**src/rtl/lz77_decoder_stream.sv**
```systemverilog
// lz77_decoder_stream
// Streaming LZ77 decoder. Each accepted (pos, len, char) codeword expands
// into len characters copied from the sliding search buffer followed by the
// literal char. Emitting the terminator character latches finish and stops
// the decoder until reset.
//
// Ports:
//   clk         rising-edge clock
//   reset       asynchronous active-low reset
//   code_valid  codeword present
//   code_ready  decoder can accept a codeword (registered)
//   code_pos    match distance minus 1 (0 = most recent char)
//   code_len    match length
//   chardata    literal appended after the match
//   char_valid  one-cycle qualifier for char_nxt
//   char_nxt    decoded character (holds when char_valid=0)
//   encode      mode flag, constant 0 (decode-only)
//   finish      terminator has been emitted (held until reset)
//   err         sticky position error
//
// Optional feature macro: LZ77_POS_CHECK_EN
//   defined   -> err flags codewords whose match reaches past the chars
//                decoded so far or past the buffer depth
//   undefined -> err is tied 0 and the fill counter is not built
module lz77_decoder_stream #(
  parameter int CHAR_W       = 8,
  parameter int SEARCH_DEPTH = 9,
  parameter int POS_W        = 4,
  parameter int LEN_W        = 3,
  parameter int TERM_CHAR    = 36
) (
  input  logic              clk,
  input  logic              reset,
  input  logic              code_valid,
  output logic              code_ready,
  input  logic [POS_W-1:0]  code_pos,
  input  logic [LEN_W-1:0]  code_len,
  input  logic [CHAR_W-1:0] chardata,
  output logic              char_valid,
  output logic [CHAR_W-1:0] char_nxt,
  output logic              encode,
  output logic              finish,
  output logic              err
);

  typedef enum logic [1:0] {IDLE, COPY, LIT, DONE} state_t;

  state_t             state_reg;
  logic [POS_W-1:0]   pos_reg;
  logic [LEN_W-1:0]   remaining_reg;
  logic [CHAR_W-1:0]  char_reg;
  logic               code_ready_reg;
  logic               char_valid_reg;
  logic [CHAR_W-1:0]  char_nxt_reg;
  logic               finish_reg;

  // buf_mem[0] is the newest character
  logic [CHAR_W-1:0]  buf_mem [SEARCH_DEPTH];

  logic               accept;
  logic               emit;
  logic [CHAR_W-1:0]  rd_char;
  logic [CHAR_W-1:0]  emit_char;

  assign accept = (state_reg == IDLE) && code_ready_reg && code_valid;
  assign emit   = (state_reg == COPY) || (state_reg == LIT);

  // Positions beyond the buffer depth match no entry and read as 0.
  always_comb begin
    rd_char = '0;
    for (int i = 0; i < SEARCH_DEPTH; i++) begin
      if (pos_reg == POS_W'(i)) rd_char = buf_mem[i];
    end
  end

  assign emit_char = (state_reg == COPY) ? rd_char : char_reg;

  // Shifting every emitted char (copies included) is what makes
  // overlapping matches (pos < len) reproduce run-length patterns.
  always_ff @(posedge clk or negedge reset) begin
    if (!reset) begin
      for (int i = 0; i < SEARCH_DEPTH; i++) buf_mem[i] <= '0;
    end else if (emit) begin
      buf_mem[0] <= emit_char;
      for (int i = 1; i < SEARCH_DEPTH; i++) buf_mem[i] <= buf_mem[i-1];
    end
  end

  always_ff @(posedge clk or negedge reset) begin
    if (!reset) begin
      state_reg      <= IDLE;
      pos_reg        <= '0;
      remaining_reg  <= '0;
      char_reg       <= '0;
      code_ready_reg <= 1'b0;
      char_valid_reg <= 1'b0;
      char_nxt_reg   <= '0;
      finish_reg     <= 1'b0;
    end else begin
      case (state_reg)
        IDLE: begin
          char_valid_reg <= 1'b0;
          if (!code_ready_reg) begin
            // first cycle out of reset: raise ready
            code_ready_reg <= 1'b1;
          end else if (code_valid) begin
            pos_reg        <= code_pos;
            char_reg       <= chardata;
            remaining_reg  <= code_len;
            code_ready_reg <= 1'b0;
            state_reg      <= (code_len == '0) ? LIT : COPY;
          end
        end
        COPY: begin
          char_valid_reg <= 1'b1;
          char_nxt_reg   <= rd_char;
          remaining_reg  <= remaining_reg - LEN_W'(1);
          if (remaining_reg == LEN_W'(1)) state_reg <= LIT;
        end
        LIT: begin
          char_valid_reg <= 1'b1;
          char_nxt_reg   <= char_reg;
          if (char_reg == CHAR_W'(TERM_CHAR)) begin
            finish_reg <= 1'b1;
            state_reg  <= DONE;
          end else begin
            code_ready_reg <= 1'b1;
            state_reg      <= IDLE;
          end
        end
        default: begin
          // DONE: hold everything until reset
          char_valid_reg <= 1'b0;
        end
      endcase
    end
  end

`ifdef LZ77_POS_CHECK_EN
  localparam int FILL_W = $clog2(SEARCH_DEPTH + 1);

  logic [FILL_W-1:0] fill_reg;
  logic              err_reg;
  logic              pos_bad;

  assign pos_bad = (code_len != '0) &&
                   ((int'(code_pos) >= int'(fill_reg)) || (int'(code_pos) >= SEARCH_DEPTH));

  always_ff @(posedge clk or negedge reset) begin
    if (!reset) begin
      fill_reg <= '0;
      err_reg  <= 1'b0;
    end else begin
      if (emit && (int'(fill_reg) < SEARCH_DEPTH)) fill_reg <= fill_reg + FILL_W'(1);
      if (accept && pos_bad) err_reg <= 1'b1;
    end
  end

  assign err = err_reg;
`else
  assign err = 1'b0;
`endif

  assign code_ready = code_ready_reg;
  assign char_valid = char_valid_reg;
  assign char_nxt   = char_nxt_reg;
  assign finish     = finish_reg;
  assign encode     = 1'b0;

endmodule

```
**config.mk**
```make
export PLATFORM = sky130hd
export DESIGN_NAME = lz77_decoder_stream
export DESIGN_NICKNAME = d
export VERILOG_FILES = /design/src/rtl/lz77_decoder_stream.sv
export SDC_FILE = /design/constraint.sdc
export NUM_CORES = 1
export LEC_CHECK = 0
export CAP_MARGIN = 20
export CORE_ASPECT_RATIO = 1.4
export CORE_MARGIN = 2
export CORE_UTILIZATION = 45
export CTS_CLUSTER_DIAMETER = 30
export CTS_CLUSTER_SIZE = 25
export DETAILED_ROUTE_END_ITERATION = 8
export GPL_ROUTABILITY_DRIVEN = 0
export GPL_TIMING_DRIVEN = 0
export PLACE_DENSITY = 0.67
export RECOVER_POWER = 50
export SLEW_MARGIN = 20
export SYNTH_ARGS = -nofsm -noshare
export SYNTH_HDL_FRONTEND = slang
export SYNTH_SLANG_ARGS = --single-unit
export TNS_END_PERCENT = 10
```
**constraint.sdc**
```tcl
create_clock -name clk -period 5.6 [get_ports clk]
set_clock_uncertainty 0.05 [all_clocks]
set_input_delay 1.4 -clock clk [delete_from_list [all_inputs] [get_ports clk]]
set_output_delay 1.4 -clock clk [all_outputs]
set_load 0.005 [all_outputs]
```
==> out/metrics.csv <==
metric,value,unit
outcome,finished with violations,
violated checks,"max-capacitance violations, max-slew violations",
worst hold path startpoint,finish,
Post-Synthesis Cells,410,
filler instances,947,
Max VDD drop,0.000241,V
worst-margin pin slew,1.80,ns
Worst R2R Setup Slack,3.22,ns
worst rel slew slack,-20.2,%
Synth Warn #,0,
M1 GR Usage,23.7,%
"CTS clk-pin slew, worst paths",0.06,ns
PnR worst setup slack,2.75,ns
total clock sinks,100,
core area,10800,µm²
worst flop-to-flop path endpoint,buf_mem[27],
R2R depth,5,
unrepaired setup endpoints after global routing,false,
Synth async-reset ratio,100,%
worst min path class,flop to flop,
GRT busiest layer,met2,
met2 Track Usage GR,35.3,%
Worst EP arrival,3.02,ns
layout cells sized above 1,27.0,%
Setup-failing EPs final,0,
worst skew pair latency,0.35,ns
largest net degree at the start of global routing,70,
die height,128,µm
root buf cell,clkbuf_16,
hold buffers post-CTS,0,
vias per inst,5.68,
Overflow after GRT,0,
DR iter-0 viols,201,
# DRC,0,
initial antenna violation count,0,
Placed Instance Area,5410,µm²
H-tree depth,3,
worst setup path category,input port to flop,
Power per Cell Area,740,nW/µm²
Mapped Area,4920,µm²
Port-buffer cells,28,
Area contributors post-synth,"dfrtp_1 (51%), mux2_2 (19%), mux2i_1 (3.5%)",
final std cells w/o fill,596,
Hold Path Depth,1,
"area leader, netlist",dfrtp_1,
max reg flops,72,
fmax,351,MHz
worst-path fanout max,5,
ys flop type,dfrtp_1,
met3 GRT Util,3.94,%
Min-Delay Endpoint,finish,
Worst Setup End Kind,flop,
min Tclk post-route,2.85,ns
Synth cell types,43,
Avg WL per Cell,19.3,µm
final hold vios,0,
hpwl dp,8400,µm
syn_area_per_cell,12.0,µm²
leakage dissipation,2.34,nW
IO Count,31,
Final #Nets,475,
post-route cell area,5690,µm²
Tot GR Track Use,20.6,%
Cells after DPL,581,
WP data required,5.78,ns
clock buffer depth,2,
"Seq/Total Area, Yosys",50.9,%
Place WS,2.39,ns
WL final,11500,µm
die area,11800,µm²
max-cap violation count,1,
CTS tree,yes,
Initial Util,45.8,%
top-area cell type share of the netlist area,50.9,%
"slowest stage cell, crit path",clkdlybuf4s50_1,
# Post-CTS Setup Buffers,0,
CP Cell Sequence,"clkdlybuf4s50_1, nand3_1, and2_1, nor3_1, mux2_2",
CTS resizes,0,
placement row count,45,
Diodes inserted,0,
number of global-route vias before repair,3478,
global-route wire length before repair,18300,µm
Vias,3386,
final worst-path cycle share,50.8,%
Worst path max stage delay,0.47,ns
TritonCTS buffer count,9,
Post-synth EDFFs,0,
Final Max Tran Viols,32,
DR pass1 iterations,4,
Yosys reg bits,100,
Reg-to-Reg Start,state_reg[0],
P&R area growth vs syn,15.6,%
CP Launch Type,input port,
Antenna Nets Post-Route,0,
Die X,92.4,µm
## metal layers
| metal | routed length [µm] | share of wire (%) |
|---|---|---|
| met4 | 661 | 5.7 |
| met3 | 421 | 3.7 |
| met5 | 0 | 0 |
| met2 | 5880 | 51 |
| met1 | 4560 | 40 |
## critical path: cells and delay by family
family / cells / cell delay (ns)
muxes: 1 / 0.38
buffers and inverters: 1 / 0.47
and+or+nand+nor: 3 / 0.77
## how the worst max path moves through the flow
stage	start	to	slack [ns]
2_1_floorplan	code_valid	state_reg[1]	3.06
5_1_grt	reset	buf_mem[39]	2.63
4_1_cts	code_valid	state_reg[1]	2.75
6_report	code_valid	state_reg[1]	2.75
3_3_place_gp	reset	buf_mem[13]	-0.54
3_5_place_dp	code_valid	state_reg[1]	2.39
## final cells by class
cell class	instances	area [µm²]	share of cell area (%)
multi-input combinational	270	2220	39.1
timing repair buffer	29	302	5.30
clock buffer	13	250	4.40
buffer	32	163	2.86
tap	141	176	3.10
sequential	100	2500	44.0
clock inverter	2	35.0	0.616
inverter	9	33.8	0.594
## kinds of logic (layout without fill, tap and decap cells)
logic type | Yosys count | count (layout) | synth area share [%]
AOI/OAI and AO/OA | 94 | 94 | 13.5
buffers and inverters | 41 | 85 | 4.02
and+or+nand+nor | 70 | 70 | 8.09
muxes | 98 | 98 | 22.0
other | 1 | 2 | 0.0762
DFF | 100 | 100 | 50.9
adders and majority gates | 6 | 6 | 1.53
## report_power, final
group | switching, mW | internal [mW] | total [mW]
combinational | 1.09 | 1.09 | 2.18
sequential | 0.295 | 1.13 | 1.42
clock | 0.253 | 0.356 | 0.609
total | 1.64 | 2.57 | 4.21
## through the flow
step / hold WS, ns / setup TNS (ns) / utilization [%] / power [mW]
6_report: 0.417 / 0 / 52.9 / 4.21
5_1_grt: 0.438 / 0 / 52.9 / 4.49
4_1_cts: 0.420 / 0 / 53.0 / 4.24
3_5_place_dp: 0.401 / 0 / 50.3 / 3.61
3_3_place_gp: 0.402 / -52.93 / 50.0 / 3.54
2_1_floorplan: 0.409 / 0 / - / 2.98
## cells in the final DEF (no fill, tap or decap), drive strengths merged, types with 3 or more instances in the layout
| cell | Yosys | routed |
|---|---|---|
| nor3 | 3 | 3 |
| clkdlybuf4s50 | 0 | 27 |
| o21ai | 16 | 16 |
| nor2b | 3 | 3 |
| nand2 | 16 | 16 |
| and3 | 3 | 3 |
| nand2b | 10 | 10 |
| mux2 | 81 | 81 |
| nor2 | 13 | 13 |
| a21oi | 23 | 23 |
| buf | 21 | 21 |
| inv | 9 | 9 |
| clkbuf | 11 | 26 |
| o221ai | 9 | 9 |
| nand3b | 8 | 8 |
| o22ai | 8 | 8 |
| ha | 6 | 6 |
| dfrtp | 100 | 100 |
| a31oi | 17 | 17 |
| a2bb2oi | 6 | 6 |
| o21a | 6 | 6 |
| mux2i | 17 | 17 |
| nand3 | 3 | 3 |
## synthesized netlist by cell type, types with 2 or more instances
library cell    n
o22ai_2         5
o21ai_0        16
o221ai_2        5
nand2b_1       10
buf_6           2
or3_1           2
mux2_2         81
nand3_1         3
nand2_1        16
o22ai_1         3
ha_1            6
and3_1          3
o21a_1          6
dfrtp_1       100
o21bai_1        2
nand3b_1        8
buf_1           4
and2_1          2
a21oi_1        23
a211oi_1        2
a2bb2oi_1       6
mux2i_1        17
buf_4           4
buf_2          11
clkbuf_1       11
nor2_1         13
a31oi_1        17
nor3_1          3
nor2b_1         3
o221ai_1        4
o22a_1          2
inv_1           9
No activity file was read; power rests on OpenSTA's default activity.
